==> src/rtl/truth_table_scanner.sv <==
// -----------------------------------------------------------------------------
// truth_table_scanner
//
// Purpose:
//   Drives all eight 3-bit vectors {X,Y,Z} = 0..7 into a downstream 3-input
//   gate circuit. Each vector is held for DWELL cycles. The circuit output F is
//   sampled on the last cycle of each vector to build an 8-bit truth table. The
//   captured table is then compared against the golden table EXPECT.
//
// Parameters:
//   DWELL     clock cycles each vector is held (2..255)
//   EXPECT    golden truth table, bit i = F for {X,Y,Z} = i
//
// Ports:
//   clk        in   rising-edge clock
//   rst_n      in   synchronous active-low reset
//   start      in   request one full scan (sampled in IDLE only)
//   abort      in   cancel a scan in progress
//   F          in   output of the gate circuit under test
//   X, Y, Z    out  vector bits 2, 1, 0 driven to the gate circuit
//   busy       out  high while scanning
//   done       out  one-cycle completion pulse
//   table_out  out  captured truth table
//   pass       out  table_out == EXPECT, held until the next start
//   fail_idx   out  lowest vector index that mismatched (0 when pass)
// -----------------------------------------------------------------------------
module truth_table_scanner #(
    parameter int         DWELL  = 20,
    parameter logic [7:0] EXPECT = 8'h8C
) (
    input  logic       clk,
    input  logic       rst_n,
    input  logic       start,
    input  logic       abort,
    input  logic       F,
    output logic       X,
    output logic       Y,
    output logic       Z,
    output logic       busy,
    output logic       done,
    output logic [7:0] table_out,
    output logic       pass,
    output logic [2:0] fail_idx
);

    typedef enum logic [1:0] {
        ST_IDLE = 2'd0,
        ST_RUN  = 2'd1,
        ST_DONE = 2'd2
    } state_t;

    localparam logic [7:0] LAST_CNT = 8'(DWELL - 1);

    // Index of the lowest set bit; 0 when no bit is set.
    function automatic logic [2:0] lowest_set_idx(input logic [7:0] vec);
        logic [2:0] result;
        result = 3'd0;
        for (int i = 7; i >= 0; i--) begin
            if (vec[i]) begin
                result = 3'(i);
            end
        end
        return result;
    endfunction

    state_t     state_r, state_s;
    logic [2:0] idx_r, idx_s;
    logic [7:0] cnt_r, cnt_s;
    logic [2:0] xyz_r, xyz_s;
    logic       busy_r, busy_s;
    logic       done_r, done_s;
    logic [7:0] table_r, table_s;
    logic       pass_r, pass_s;
    logic [2:0] fail_r, fail_s;

    // State and output registers with synchronous active-low reset.
    always_ff @(posedge clk) begin
        if (!rst_n) begin
            state_r <= ST_IDLE;
            idx_r   <= 3'd0;
            cnt_r   <= 8'd0;
            xyz_r   <= 3'd0;
            busy_r  <= 1'b0;
            done_r  <= 1'b0;
            table_r <= 8'h00;
            pass_r  <= 1'b0;
            fail_r  <= 3'd0;
        end else begin
            state_r <= state_s;
            idx_r   <= idx_s;
            cnt_r   <= cnt_s;
            xyz_r   <= xyz_s;
            busy_r  <= busy_s;
            done_r  <= done_s;
            table_r <= table_s;
            pass_r  <= pass_s;
            fail_r  <= fail_s;
        end
    end

    // Next-state and next-output logic. The outputs are computed one cycle
    // ahead so that every port comes straight from a register.
    always_comb begin
        state_s = state_r;
        idx_s   = idx_r;
        cnt_s   = cnt_r;
        xyz_s   = 3'd0;
        busy_s  = 1'b0;
        done_s  = 1'b0;
        table_s = table_r;
        pass_s  = pass_r;
        fail_s  = fail_r;

        case (state_r)
            ST_IDLE: begin
                // abort takes priority over start
                if (abort) begin
                    state_s = ST_IDLE;
                end else if (start) begin
                    state_s = ST_RUN;
                    idx_s   = 3'd0;
                    cnt_s   = 8'd0;
                    busy_s  = 1'b1;
                    xyz_s   = 3'd0;
                    table_s = 8'h00;
                    pass_s  = 1'b0;
                    fail_s  = 3'd0;
                end else begin
                    state_s = ST_IDLE;
                end
            end

            ST_RUN: begin
                if (abort) begin
                    // Partial capture is kept; the final sample is dropped
                    // when abort coincides with it.
                    state_s = ST_IDLE;
                    idx_s   = 3'd0;
                    cnt_s   = 8'd0;
                    pass_s  = 1'b0;
                end else if (cnt_r == LAST_CNT) begin
                    table_s[idx_r] = F;
                    cnt_s          = 8'd0;
                    if (idx_r == 3'd7) begin
                        state_s = ST_DONE;
                        idx_s   = 3'd0;
                    end else begin
                        idx_s  = idx_r + 3'd1;
                        busy_s = 1'b1;
                        xyz_s  = idx_r + 3'd1;
                    end
                end else begin
                    cnt_s  = cnt_r + 8'd1;
                    busy_s = 1'b1;
                    xyz_s  = idx_r;
                end
            end

            ST_DONE: begin
                state_s = ST_IDLE;
                if (abort) begin
                    pass_s = 1'b0;
                end else begin
                    done_s = 1'b1;
                    pass_s = (table_r == EXPECT);
                    fail_s = lowest_set_idx(table_r ^ EXPECT);
                end
            end

            default: begin
                state_s = ST_IDLE;
                idx_s   = 3'd0;
                cnt_s   = 8'd0;
            end
        endcase
    end

    assign X         = xyz_r[2];
    assign Y         = xyz_r[1];
    assign Z         = xyz_r[0];
    assign busy      = busy_r;
    assign done      = done_r;
    assign table_out = table_r;
    assign pass      = pass_r;
    assign fail_idx  = fail_r;

endmodule

==> config.mk <==
export PLATFORM = sky130hd
export DESIGN_NAME = truth_table_scanner
export DESIGN_NICKNAME = d
export VERILOG_FILES = /design/src/rtl/truth_table_scanner.sv
export SDC_FILE = /design/constraint.sdc
export NUM_CORES = 1
export LEC_CHECK = 0
export CAP_MARGIN = 20
export CORE_MARGIN = 5
export CORE_UTILIZATION = 30
export DETAILED_ROUTE_END_ITERATION = 6
export GPL_ROUTABILITY_DRIVEN = 0
export PLACE_DENSITY = 0.62
export SLEW_MARGIN = 15
export SYNTH_ARGS = -nofsm -noshare
export SYNTH_HDL_FRONTEND = slang
export SYNTH_SLANG_ARGS = --single-unit
==> constraint.sdc <==
create_clock -name clk -period 1.8 [get_ports clk]
set_input_delay 0.54 -clock clk [delete_from_list [all_inputs] [get_ports clk]]
set_output_delay 0.54 -clock clk [all_outputs]
set_load 0.005 [all_outputs]
* Word-level counts from Yosys, hierarchy flattened *
Index checks and enable logic that the tools add are counted.

storage, ports and cells
  flip-flop bits (word level) = 30
  bits of input ports = 5
  output and inout port bits = 17
  word-level logic and storage cells = 85

cells by class
  $add $sub $neg = 2
  magnitude comparators = 2
  equal/unequal tests = 13
  muxes and demuxes = 45
  bitwise operators = 2
  reductions and logical operators = 12

operators by type and width
  operator                                             count
  2-to-1 mux 8 bit                                     6
  2-to-1 mux 3 bit                                     14
  case mux 8 bit (3 select lines)                      1
  case mux 8 bit (2 select lines)                      1
  2-to-1 mux 1 bit                                     13
  inequality test 2 bit, second input constant         6
  case mux 3 bit (3 select lines)                      1
  adder 8 x 1 -> 8 bit, second input constant          1
  bitwise mux 8 bit                                    1
  equality test 8 x 5 -> 1 bit, second input constant  1
  equality test 8 bit, second input constant           1
  AND reduction 4 bit                                  2
  2-to-1 mux 2 bit                                     3
  inequality test 3 bit, second input constant         2
  case mux 3 bit (2 select lines)                      1
  AND reduction 2 bit                                  3
  AND reduction 5 bit                                  1
  < comparator 3 x 4 -> 1 bit, second input constant   1
  case mux 2 bit (2 select lines)                      1
  nonzero test 2 bit                                   2
  adder 3 x 1 -> 3 bit, second input constant          1
  demux 1 bit (select 3 bit)                           1
  equality test 3 bit, second input constant           1
  >= comparator 3 x 1 -> 1 bit, second input constant  1
  other kinds (10)                                     10

* Logic depth before layout (Yosys ltp) *
  depth after elaboration = 11
  gate-level depth with buffers = 5
  depth with buffers taken out = 5

* Worst setup path before layout *
Ideal clock, no wire load.

  kind = input port to flip-flop
  start = input rst_n
  end = register table_r[7], in the netlist table_out[7]
  setup time = 0.075 ns
  arrival = 1.491 ns
  required time = 1.725 ns
  path slack = 0.234 ns
  cell stages on the path = 5
  path buffers = 2
  cells stage by stage = clkbuf_1 -> and3_1 -> clkbuf_1 -> nand4_1 -> o22ai_1

RTL lines
  what                  line  RTL
  from (decl)           32    input logic rst_n,
  to (signal assigned)  95    table_r <= table_s;
  to (decl)             72    logic [7:0] table_r, table_s;

* Worst setup path in the final report *
  start = register table_r[6], in the netlist table_out[6]
  end = output table_out[6]

RTL lines
  what       line  RTL
  to (decl)  41    output logic [7:0] table_out,

No word-level cell between the ends.

==> flow_metrics.tcl <==
set metrics [dict create \
    status "complete, no violations" \
    final-hold-violation-count 0 \
    firstDrtPassIters 4 \
    crit_chain "clkdlybuf4s50_1" \
    final_count_of_pins_violating_max_slew 0 \
    timing.fmax_mhz 576 \
    synth_area_in_adders_pct 2.71 \
    synth.lib_cells_used.distinct 41 \
    clk_path_buf_depth 2 \
    detail_route.drc_violations 0 \
    worst_hold_path_type "flop to flop" \
    final_min_period_over_clock_period_pct 96.4 \
    power.ir.vdd_worst_mv 0.237 \
    clock-sinks 30 \
    setup.worst_path.end_class "primary output" \
    floorplan.die.width_um 77.9 \
    floorplan.die_area_um2 6070 \
    route.detailed.vias_per_inst 5.23 \
    power_density_normalized_to_cell_area_nw_per_um2 723 \
    io_pins 22 \
    grt_setup_unrepaired "false" \
    synthesized_area_divided_by_synthesized_cell_count_um2 9.10 \
    grt.overflow.total 0 \
    clk_pin_slew_worst_paths_ns 0.07 \
    synthFlopType "sky130_fd_sc_hd__dfxtp_1" \
    num_vias 1255 \
    worst_slew_margin_rel_pct 67.6 \
    worst-endpoint-arrival_ns 1.20 \
    synth_top_family_by_area "simple AND/OR/NAND/NOR gates" \
    ys_warn_count 0 \
    io_buffers 21 \
    time_the_worst_path_needs_with_i_o_delays_and_setup_ns 1.74 \
    layout.nets 195 \
    initial_core_utilization_pct 31.3 \
    critical_path_peak_fanout 4 \
    tritoncts "yes" \
    worst_path_largest_cell_delay_ns 0.52 \
    final_wl_um 3210 \
    synthToLayoutAreaGrowth_pct 32.5 \
    core-area_um2 4410 \
    synth_enable_flop_cells 0 \
    grt_max_degree 18 \
    synthArstFlopShare_pct 0 \
    initialDrtViolationCount 51 \
    fin_total_pwr_mw 1.33 \
    synth-seq-cells 30 \
    mux_cell_area_share_after_synthesis_pct 0.723 \
    synth_compound_area_share_pct 19.4 \
    worst_setup_path_start_kind "flop" \
    setup_viol 0 \
    hold-worst-slack_ns 0.482 \
    dp_slack_ns -0.326 \
    synth_xor_xnor_area_share_pct 4.43 \
    grtUsageTotal_pct 11.1 \
    drive_above_1_share_pct 18.1 \
    grt_pass1_vias 1183 \
    post_route_clock_skew_ns 0.00592 \
    dpl_cell_area_um2 1730 \
    clock-root-buffer "sky130_fd_sc_hd__clkbuf_8" \
    grt_antenna_before_repair 0 \
    routedWlPerCell_um 13.4 \
    worst_pin_slew_ns 0.480 \
    synth_simple_gate_area_share_pct 26.5 \
    rows 24 \
    postLayoutSetupSlackWorst_ns 0.0640 \
    antenna-diode-count 0 \
    worst-path-buf-inv 1 \
    clkLatencyLatePin_ns 0.28 \
    wire_length_of_the_first_global_routing_pass_um 5440 \
    post_route_ant_nets 0 \
    syn_nets 160 \
    crit_type "flop to primary output" \
    die_h_um 77.9 \
    power.leakage_nw 0.659 \
    cts_hold_buffers 0 \
    detailed_place_hpwl_um 2280 \
    ys_seq_area_share_pct 43.4 \
    cpMaxStageDelayCell "sky130_fd_sc_hd__clkdlybuf4s50_1" \
    worst_ep_required_time_ns 1.26 \
    cts-buffers-inserted 5 \
    maxCapViolCount 0 \
    htreeDepth 2 \
    postSynthCellCount 152 \
    timing.critical_path.max_delay_family "buffers and inverters" \
    mappedNetlistArea_um2 1380 \
    stdcell_area_um2 1830 \
]
cell usage in the layout (no fill, tap or decap), drive strengths merged, types with 4 or more instances in the layout:
cell type,n
and3,4
a21oi,4
nor2,17
nand3,11
clkbuf,7
buf,14
o22ai,8
clkdlybuf4s50,19
nor4,8
nand2,7
xor2,7
dfxtp,30
o21ai,5
a22o,4
logic make-up (layout without fill, tap and decap cells):
kind of cell | Yosys count | in the layout
AND/OR/NAND/NOR | 64 | 64
adder cells (fa/ha/maj) | 3 | 3
AO/OA/AOI/OAI | 37 | 37
multiplexers | 1 | 1
XOR/XNOR | 7 | 7
buffers and inverters | 10 | 46
flip-flops | 30 | 30
layout make-up:
cell class / count / area [um^2]
clock buffers: 7 / 86.3
well taps: 52 / 65.1
repair buffers: 35 / 317
flip-flops and latches: 30 / 606
inverters: 3 / 11.3
clock inverters: 1 / 5.00
fillers: 436 / 2580
multi-input cells: 112 / 744
power breakdown:
part           internal (mW)  total, mW  switching [mW]
Clock                  0.308      0.557           0.249
Sequential             0.671      0.680         0.00883
Combinational         0.0428     0.0901          0.0473
per-layer routing:
layer  vias to the layer above  GRT usage (%)  share of wire, %
met4                         0           5.74               2.5
li1                        642              -                 -
met5                         -              0                 0
met1                       581           13.7                50
met3                         8           4.63               4.0
met2                        24           16.5                43
sequential cells by signal, summed over array words and instances, names as in the netlist:
signal / flops
state_r: 2
idx_r: 3
xyz_r: 3
table_out: 8
busy: 1
fail_idx: 3
pass: 1
cnt_r: 8
done: 1
synthesized netlist by cell type, types with 2 or more instances:
cell / number / area [um^2]
sky130_fd_sc_hd__inv_1: 3 / 11.3
sky130_fd_sc_hd__dfxtp_1: 30 / 601
sky130_fd_sc_hd__nand2_1: 7 / 26.3
sky130_fd_sc_hd__o2111ai_1: 3 / 26.3
sky130_fd_sc_hd__nand2b_1: 2 / 12.5
sky130_fd_sc_hd__a22oi_1: 2 / 15.0
sky130_fd_sc_hd__xor2_1: 7 / 61.3
sky130_fd_sc_hd__nor4_1: 8 / 50.1
sky130_fd_sc_hd__o22ai_1: 8 / 50.1
sky130_fd_sc_hd__o21bai_1: 2 / 15.0
sky130_fd_sc_hd__nand3b_1: 2 / 15.0
sky130_fd_sc_hd__nand3_1: 10 / 50.1
sky130_fd_sc_hd__clkbuf_1: 5 / 18.8
sky130_fd_sc_hd__and4_1: 2 / 17.5
sky130_fd_sc_hd__nand4_1: 3 / 18.8
sky130_fd_sc_hd__and3_1: 3 / 18.8
sky130_fd_sc_hd__o21ai_0: 5 / 25.0
sky130_fd_sc_hd__a22o_1: 4 / 35.0
sky130_fd_sc_hd__a21oi_1: 4 / 20.0
sky130_fd_sc_hd__nor3_1: 2 / 10.0
sky130_fd_sc_hd__nor2_1: 16 / 60.1
sky130_fd_sc_hd__o211ai_1: 3 / 22.5
sky130_fd_sc_hd__ha_1: 3 / 37.5
worst paths after layout:
path / depth (start not counted) / endpoint / start / slack, ns
worst max-delay path: 1 / table_out[6] / table_out[6] / 0.06
worst min-delay path: 2 / fail_idx[2] / fail_idx[2] / 0.48
worst max register to register: 4 / table_out[7] / cnt_r[0] / 0.24
worst min register to register: 2 / fail_idx[2] / fail_idx[2] / 0.48
worst register-to-register path, stage by stage (launching register included):
cell	delay, ns
sky130_fd_sc_hd__dfxtp_1	0.37
sky130_fd_sc_hd__ha_1	0.24
sky130_fd_sc_hd__and4_1	0.39
sky130_fd_sc_hd__nand4_1	0.26
sky130_fd_sc_hd__o22ai_1	0.23
stage by stage:
| step | instances | TNS (ns) | util, % |
|---|---|---|---|
| after floorplan | 152 | 0 | - |
| after global placement | 231 | -5.31 | 39.2 |
| after detailed placement | 231 | -6.22 | 39.2 |
| after CTS | 239 | 0 | 41.2 |
| after global routing | 240 | 0 | 41.6 |
| final | 240 | 0 | 41.6 |
repair_timing:
| action | in CTS | in global routing |
|---|---|---|
| gates resized for setup | 2 | 4 |
| buffers inserted | 0 | 1 |
| setup endpoints to repair | 8 | 8 |
| pin swaps | 0 | 1 |
Note: power is estimated with default switching activity, not from simulation.
